[src/rtl/cache_refill_unit.sv]
// Line-fill engine: fetches one cache line word-by-word from main memory, writes
// each word into the data array, then writes the tag/valid entry and pulses cache_ready.
module cache_refill_unit #(
  parameter int ADDR_WIDTH     = 32,
  parameter int WORD_WIDTH     = 32,
  parameter int WORDS_PER_LINE = 8,
  parameter int IDX_W          = $clog2(WORDS_PER_LINE)
) (
  input  logic                  CLK,
  input  logic                  reset,
  input  logic                  refill,
  input  logic [ADDR_WIDTH-1:0] miss_addr,
  input  logic [WORD_WIDTH-1:0] mem_rdata,
  input  logic                  mem_valid,
  output logic                  mem_rden,
  output logic [ADDR_WIDTH-1:0] mem_addr,
  output logic                  line_we,
  output logic [IDX_W-1:0]      line_word_idx,
  output logic [WORD_WIDTH-1:0] line_wdata,
  output logic                  tag_we,
  output logic [ADDR_WIDTH-1:0] line_base,
  output logic                  busy,
  output logic                  cache_ready
);

  localparam int LINE_OFF = $clog2(WORDS_PER_LINE * 4);
  localparam logic [ADDR_WIDTH-1:0] OFF_MASK = ADDR_WIDTH'((64'd1 << LINE_OFF) - 64'd1);
  localparam logic [IDX_W-1:0] LAST_IDX = IDX_W'(WORDS_PER_LINE - 1);

  typedef enum logic [1:0] {
    IDLE  = 2'd0,
    FETCH = 2'd1,
    DONE  = 2'd2
  } state_t;

  state_t                  state_reg, state_next;
  logic [IDX_W-1:0]        cnt_reg, cnt_next;
  logic [ADDR_WIDTH-1:0]   line_base_reg, line_base_next;
  logic [ADDR_WIDTH-1:0]   word_off;

  always_ff @(posedge CLK) begin
    if (reset) begin
      state_reg     <= IDLE;
      cnt_reg       <= '0;
      line_base_reg <= '0;
    end else begin
      state_reg     <= state_next;
      cnt_reg       <= cnt_next;
      line_base_reg <= line_base_next;
    end
  end

  // Byte offset of the current word within the line; wraps modulo 2^ADDR_WIDTH when added.
  assign word_off = {{(ADDR_WIDTH - IDX_W - 2){1'b0}}, cnt_reg, 2'b00};

  always_comb begin
    state_next     = state_reg;
    cnt_next       = cnt_reg;
    line_base_next = line_base_reg;
    mem_rden       = 1'b0;
    mem_addr       = '0;
    line_we        = 1'b0;
    line_word_idx  = '0;
    line_wdata     = '0;
    tag_we         = 1'b0;
    busy           = 1'b0;
    cache_ready    = 1'b0;
    case (state_reg)
      IDLE: begin
        if (refill) begin
          line_base_next = miss_addr & ~OFF_MASK;
          cnt_next       = '0;
          state_next     = FETCH;
        end
      end
      FETCH: begin
        busy     = 1'b1;
        mem_rden = 1'b1;
        mem_addr = line_base_reg + word_off;
        // Memory data goes straight through to the data array in the cycle it arrives.
        if (mem_valid) begin
          line_we       = 1'b1;
          line_word_idx = cnt_reg;
          line_wdata    = mem_rdata;
          if (cnt_reg == LAST_IDX) begin
            state_next = DONE;
          end else begin
            cnt_next = cnt_reg + IDX_W'(1);
          end
        end
      end
      DONE: begin
        busy        = 1'b1;
        tag_we      = 1'b1;
        cache_ready = 1'b1;
        state_next  = IDLE;
      end
      default: state_next = IDLE;
    endcase
  end

  assign line_base = line_base_reg;

endmodule

[config.mk]
export PLATFORM = sky130hd
export DESIGN_NAME = cache_refill_unit
export DESIGN_NICKNAME = d
export VERILOG_FILES = /design/src/rtl/cache_refill_unit.sv
export SDC_FILE = /design/constraint.sdc
export NUM_CORES = 1
export LEC_CHECK = 0
export ABC_CLOCK_PERIOD_IN_PS = 1840
export CAP_MARGIN = 20
export CORE_UTILIZATION = 28
export DETAILED_ROUTE_END_ITERATION = 8
export PLACE_DENSITY = 0.82
export SYNTH_ARGS = -nofsm -noshare
export SYNTH_HDL_FRONTEND = slang
export SYNTH_SLANG_ARGS = --single-unit
[constraint.sdc]
create_clock -name CLK -period 1.84 [get_ports CLK]
set_input_delay 0.276 -clock CLK [delete_from_list [all_inputs] [get_ports CLK]]
set_output_delay 0.276 -clock CLK [all_outputs]
set_load 0.1 [all_outputs]
==> PnR_summary.wiki, run 1 <==
{| class="wikitable"
! Metric !! Value
|-
| Result of the run || complete, no violations
|-
| Cell type with the highest aggregate area in the netlist || sky130_fd_sc_hd__dfxtp_1
|-
| Startpoint kind of the worst setup timing path || flip-flop
|-
| Level count of the clock H-tree || 2
|-
| CP top delay family || buffers and inverters
|-
| Post-synthesis instance total || between 200 and 250
|-
| Clock Skews || approximately 0.0053 ns
|-
| Count of buffer and inverter cells on the critical path || 3
|-
| Register bit total from synthesis || 32
|-
| Kind of critical path || reg -> out
|-
| Crit-path max FO || 18
|-
| Most common cell after layout, fill and taps aside || sky130_fd_sc_hd__buf_12
|-
| Max-cap violations || 0
|-
| Total number of vias || 2,200
|-
| Floorplan die area || roughly 0.0067 mm^2
|-
| Sequential element share of the synthesized area || 0.358
|-
| Post-synth top area share || 0.358
|-
| Final number of max-transition violations || 0
|-
| Achievable frequency || about 0.57 GHz
|-
| Proportion of layout cells with a drive suffix above 1 || 0.471
|-
| Clock Pin Slew Worst Setup and Hold Paths || approximately 0.07 ns
|-
| Cell Pwr Density || roughly 1300 mW/mm^2
|-
| Residual overflow from global routing || 0
|-
| Standard-cell rows || 28
|-
| Root Buffer || sky130_fd_sc_hd__clkbuf_8
|-
| Vias in the first global route || approximately 2,200
|-
| Tot GR Track Use || 0.205
|-
| WL/cell || around 14 um
|-
| Post-Syn Area per Cell || about 7.4 um^2
|-
| Overall routed net length || 6.84 mm
|-
| CORE AREA || roughly 0.0061 mm^2
|-
| CTS tree || done
|-
| Library cells used by synthesis || 25
|-
| Filler cell count || just over 400
|-
| Largest cells by area after synthesis || sky130_fd_sc_hd__dfxtp_1, sky130_fd_sc_hd__and3_1, sky130_fd_sc_hd__nand2_1
|-
| Pin count of the biggest net entering global routing || 37
|-
| Final-report hold violation count || 0
|-
| Die span in y || slightly above 80 um
|-
| Critical Path Slowest Stage Cell || sky130_fd_sc_hd__dfxtp_1
|-
| Ordered list of cells on the worst path || inv_2, ha_4, clkbuf_16, and3_2, buf_12
|-
| Growth of design area from synthesis to finish || 143%
|-
| Number of flip-flops in the largest register || 27
|-
| Synthesis Warnings || 0
|-
| Placed Cells incl. Taps || 462
|-
| Non-filler instance count after layout || 474
|-
| Number of antenna violations at the first check in global routing || 0
|-
| I/O pins || 172
|-
| Kind of path behind the tightest hold check || reg -> reg
|-
| Total iterations of the first detailed-routing run || 4
|-
| DRC violation count after routing || 0
|-
| Diode count || 0
|-
| Register cell area after layout || 641 um^2
|-
| Post-Place Cell Area || 0.00421 mm^2
|-
| Hpwl dp || roughly 5.4 mm
|-
| IR Drop Worst-Case VDD || about 1200 uV
|-
| Commonest non-fill, non-tap cells in the layout || sky130_fd_sc_hd__buf_12, sky130_fd_sc_hd__clkdlybuf4s50_1, sky130_fd_sc_hd__nand2_1
|-
| Fin nets || approximately 470
|-
| Data arrival time of the critical path || ~1.5 ns
|-
| Wire length of the first global-routing pass || approximately 10 mm
|-
| Final-layout setup total negative slack || 0 ns
|-
| Die width || 82.0 um
|-
| Data required time of the critical path || ~1.6 ns
|-
| Detail Route Antenna Nets || 0
|-
| Kind of end point of the critical path || primary output
|-
| Final setup violation count || 0
|-
| Final instance area || approximately 0.0044 mm^2
|-
| Multi-input logic area || around 0.0011 mm^2
|-
| Number of buffers inserted during clock tree synthesis || 5
|-
| Largest stage delay on the critical path || around 0.33 ns
|-
| Netlist Area Pre-Place || between 0.0015 and 0.002 mm^2
|-
| Maximum count of clock buffers along a single path || 2
|-
| Effective utilization at floorplan || 0.296
|-
| Insertion delay of the later-clocked pin in the worst-skew pair || between 0.2 and 0.3 ns
|-
| IO Port Bufs || between 150 and 200
|-
| Number of clock sinks seen by CTS || 32
|-
| Avg Vias per Cell || about 4.6
|-
| Static Leakage || 1.90 nW
|-
| Period utilization || 0.960
|-
| Time the final worst path needs with I/O delays and setup || 1.77 ns
|-
| Routability Congestion || 0.771
|-
| Starting DRT DRC Count || 35
|}
==> layer usage <==
layer | share of wire | GRT usage
met4 | 0.018 | 0.0702
met1 | 0.37 | 0.221
met3 | 0.091 | 0.0622
met2 | 0.52 | 0.376
met5 | 0 | 0
==> report_power, final <==
part           internal [mW]  total [mW]  switching, mW
clock network          0.333       0.576          0.243
registers              0.794       0.875         0.0807
logic                   1.42        4.21           2.79
==> stage by stage <==
stage           util  setup WS (ns)  hold WS [ns]  power, mW
2_1_floorplan      -        -0.0740         0.412       3.64
3_3_place_gp   0.694          0.172         0.456       4.93
3_5_place_dp   0.694          0.126         0.460       4.98
4_1_cts        0.712        0.00514         0.469       5.59
5_1_grt        0.719      -0.000705         0.483       5.89
6_report       0.719         0.0727         0.467       5.66
==> Yosys cell counts <==
library cell               number
sky130_fd_sc_hd__inv_1          2
sky130_fd_sc_hd__nor2_1         2
sky130_fd_sc_hd__ha_1           5
sky130_fd_sc_hd__nand3b_1       3
sky130_fd_sc_hd__conb_1         1
sky130_fd_sc_hd__buf_1          1
sky130_fd_sc_hd__nand2b_1       5
sky130_fd_sc_hd__dfxtp_1       32
sky130_fd_sc_hd__nand3_1        1
sky130_fd_sc_hd__nor2b_4        1
sky130_fd_sc_hd__or4b_1         1
sky130_fd_sc_hd__clkbuf_1      16
sky130_fd_sc_hd__buf_4          8
sky130_fd_sc_hd__a21oi_1       27
sky130_fd_sc_hd__nor2b_1        2
sky130_fd_sc_hd__and2_1        32
sky130_fd_sc_hd__nor3_1         1
sky130_fd_sc_hd__a211oi_1       2
sky130_fd_sc_hd__o31ai_1        1
sky130_fd_sc_hd__buf_2          3
sky130_fd_sc_hd__mux2i_1        3
sky130_fd_sc_hd__and3_1        35
sky130_fd_sc_hd__nand2_1       55
sky130_fd_sc_hd__buf_6          1
sky130_fd_sc_hd__a31oi_1        1
==> worst reg2reg max path: cells and delay by family (launching register included) <==
family	cells	cell delay (ns)
simple gates	2	0.61
flops	1	0.33
buf+inv	2	0.29
fa+ha+maj	1	0.22
compound gates	1	0.16
==> final timing paths <==
kind	from	end	slack (ns)	depth (start not counted)
worst max register to register	state_reg[1]$_SDFFE_PP0P_	cnt_reg[0]$_SDFFE_PP0P_	0.17	6
worst max-delay path	state_reg[1]$_SDFFE_PP0P_	line_wdata[7]	0.07	5
worst min register to register	line_base[18]$_SDFFE_PP0P_	line_base[18]$_SDFFE_PP0P_	0.47	2
worst min-delay path	line_base[18]$_SDFFE_PP0P_	line_base[18]$_SDFFE_PP0P_	0.47	2
==> layout make-up <==
type,count,share of cell area
Inverter,2,0.00172
Clock buffer,7,0.0221
Tap cell,75,0.0215
Sequential cell,32,0.147
Multi-Input combinational cell,184,0.262
Timing Repair Buffer,174,0.546
==> what timing repair did <==
action / in CTS / in global routing
gates resized for setup: 1 / 1
gates cloned: 0 / 1
endpoints found under the setup margin: 51 / 55
pin swaps: 0 / 1
buffers inserted: 1 / 3
hold buffers: 0 / 0
endpoints found under the hold margin: 0 / 0
==> kinds of logic after synthesis <==
family,synth area share
and+or+nand+nor,0.409
DFF,0.358
AOI/OAI and AO/OA,0.0915
buffers and inverters,0.0880
adders and majority gates,0.0349
muxes,0.0168
other,0.00209
Power figures use the tool's default switching activity.
==> run 2: changes to the inputs <==
Settings changed: CORE_MARGIN from default to 2, CORE_UTILIZATION 28 to 30, PLACE_DENSITY 0.82 to 0.87.
==> PnR_summary.wiki, run 2 (synthesis gave the netlist of run 1 again) <==
{| class="wikitable"
! Metric !! Value
|-
| Result of the run || complete, no violations
|-
| Achievable frequency || ~0.57 GHz
|-
| Post-place setup slack || between 0.1 and 0.15 ns
|-
| Insertion delay of the later-clocked pin in the worst-skew pair || approximately 0.28 ns
|-
| Launch instance of the worst register-to-register path || state_reg[0]$_SDFFE_PP0P_
|-
| Crit path depth || 4
|-
| Final worst-path setup slack || 0.0980 ns
|-
| Final setup violation count || 0
|-
| Data arrival time of the critical path || 1.47 ns
|-
| Internal power component || 2.43 mW
|-
| Commonest non-fill, non-tap cells in the layout || sky130_fd_sc_hd__buf_12, sky130_fd_sc_hd__clkdlybuf4s50_1, sky130_fd_sc_hd__nand2_1
|-
| Residual overflow from global routing || 0
|-
| Kind of critical path || reg -> out
|-
| Floorplan die area || approximately 0.0066 mm^2
|-
| Critical Path Slowest Stage Cell || sky130_fd_sc_hd__dfxtp_1
|-
| Cell count of the worst reg-to-reg path || 5
|-
| Root Buffer || sky130_fd_sc_hd__clkbuf_8
|-
| Routability Congestion || roughly 0.76
|-
| Number of flip-flops in the largest register || 27
|-
| Worst Hold Endpoint || line_base[8]$_SDFFE_PP0P_
|-
| Static Leakage || roughly 1.9 nW
|-
| Kind of end point of the critical path || primary output
|-
| CTS tree || done
|-
| DRC violation count after routing || 0
|-
| Switching power total || roughly 3.1 mW
|-
| Ordered list of cells on the worst path || ha_4, buf_6, and3_2, buf_12
|-
| Level count of the clock H-tree || 2
|-
| CORE AREA || 0.00585 mm^2
|-
| IR Drop Worst-Case VDD || 691 uV
|-
| Hpwl dp || roughly 5.6 mm
|-
| Diode count || 0
|-
| Most common cell after layout, fill and taps aside || sky130_fd_sc_hd__buf_12
|-
| Wire length of the first global-routing pass || about 11 mm
|-
| Sequential power share || 0.159
|-
| Time the final worst path needs with I/O delays and setup || around 1.7 ns
|-
| Worst reg-to-reg setup slack || about 0.14 ns
|-
| Final-report hold violation count || 0
|-
| Switch share || 0.561
|-
| Max-cap violations || 0
|-
| Overall routed net length || 6.83 mm
|-
| Detail Route Antenna Nets || 0
|-
| Startpoint kind of the worst setup timing path || flip-flop
|-
| Die width || roughly 81 um
|-
| Non-filler instance count after layout || ~480
|-
| Data required time of the critical path || ~1.6 ns
|-
| Number of buffers inserted during clock tree synthesis || 5
|-
| Count of buffer and inverter cells on the critical path || 2
|-
| Total iterations of the first detailed-routing run || 4
|-
| CP top delay family || flip-flops
|-
| Kind of path behind the tightest hold check || reg -> reg
|-
| WL/cell || 14.4 um
|-
| Clock share of power || 0.096
|-
| Worst setup startpoint || state_reg[0]$_SDFFE_PP0P_
|-
| Tot GR Track Use || 0.204
|-
| Startpoint of the lowest-slack hold path || line_base[8]$_SDFFE_PP0P_
|-
| Vias in the first global route || approximately 2,100
|-
| Capture point of the worst reg-to-reg path || cnt_reg[0]$_SDFFE_PP0P_
|-
| Proportion of layout cells with a drive suffix above 1 || 0.473
|-
| IO Port Bufs || ~160
|-
| Hold Buf Count CTS || 0
|-
| Maximum count of clock buffers along a single path || 2
|-
| Die span in y || between 80 and 90 um
|-
| Starting DRT DRC Count || between 50 and 60
|-
| Largest stage delay on the critical path || ~0.40 ns
|-
| Number of clock sinks seen by CTS || 32
|-
| Crit-path max FO || 12
|-
| Number of antenna violations at the first check in global routing || 0
|-
| I/O pins || roughly 170
|-
| Unrepaired setup endpoints after global routing || no
|-
| Cell Pwr Density || between 1000 and 1500 mW/mm^2
|-
| Final-layout setup total negative slack || 0 ns
|-
| Avg Vias per Cell || between 4 and 5
|-
| Number of stages on the worst hold path || 2
|-
| Part of the total power dissipated in combinational logic || 0.746
|-
| Standard-cell rows || 28
|-
| Clock Skews || between 0.007 and 0.008 ns
|-
| Pin count of the biggest net entering global routing || 36
|-
| Final number of max-transition violations || 0
|-
| Utilization of the core after routing || 0.740
|-
| Clock Pin Slew Worst Setup and Hold Paths || 0.07 ns
|-
| Period utilization || 0.947
|-
| Growth of design area from synthesis to finish || 142%
|-
| Fin nets || about 470
|-
| Placed Cells incl. Taps || 464
|-
| WHS || 0.468 ns
|-
| Total number of vias || 2,209
|-
| Effective utilization at floorplan || 0.306
|}
==> run 2: cell types whose count changed in the layout (fill, tap and decap cells not counted), sizes merged <==
| cell | delta |
|---|---|
| buf | +2 |
| clkbuf | -4 |
| clkinv | +3 |
==> run 2: metal layers <==
| layer | global-route usage | vias up | wire (um) |
|---|---|---|---|
| li1 | - | 1090 | - |
| met1 | 0.211 | 1001 | 2360 |
| met2 | 0.389 | 108 | 3720 |
| met3 | 0.0678 | 10 | 657 |
| met4 | 0.0542 | 0 | 90 |
| met5 | 0 | - | 0 |
==> run 2: worst max path at each step <==
stage,endpoint,slack [ns]
floorplan,line_wdata[24],-0.07
global placement,line_wdata[29],0.15
detailed placement,line_wdata[7],0.12
CTS,line_word_idx[0],0.02
finish,line_wdata[7],0.1
global route,cnt_reg[0]$_SDFFE_PP0P_,0.01
==> run 2: area by class of cell <==
class                      count  area [um^2]
clock inverter                 3         18.8
fill                         396         1520
tap                           75         93.8
multi-input combinational    184         1140
inverter                       2         7.51
timing repair buffer         174         2360
sequential                    32          641
clock buffer                   5         68.8
==> run 2: power groups by stage <==
stage	combinational [mW]	sequential [mW]	clock [mW]
3_5_place_dp	4.07	0.894	0
5_1_grt	4.29	0.896	0.573
2_1_floorplan	2.18	1.46	0
4_1_cts	4.13	0.879	0.542
3_3_place_gp	4.02	0.885	0
6_report	4.13	0.879	0.530
==> run 2: repair_timing <==
item / in CTS / in global routing
gates resized for setup: 0 / 4
endpoints found under the setup margin: 42 / 28
setup buffers: 3 / 0
==> run 2: metrics by stage <==
stage / cell area (um^2) / total power [mW]
finish: 4330 / 5.54
global route: 4330 / 5.76
CTS: 4320 / 5.55
detailed placement: 4210 / 4.97
global placement: 4210 / 4.91
floorplan: 1940 / 3.64
==> run 2: worst reg2reg max path, cell delays in order, from the launching register on <==
cell and delay (ns):
sky130_fd_sc_hd__dfxtp_1 0.40, sky130_fd_sc_hd__inv_1 0.09, sky130_fd_sc_hd__ha_1 0.26, sky130_fd_sc_hd__nor2b_1 0.20, sky130_fd_sc_hd__or4b_1 0.51, sky130_fd_sc_hd__a31oi_1 0.18
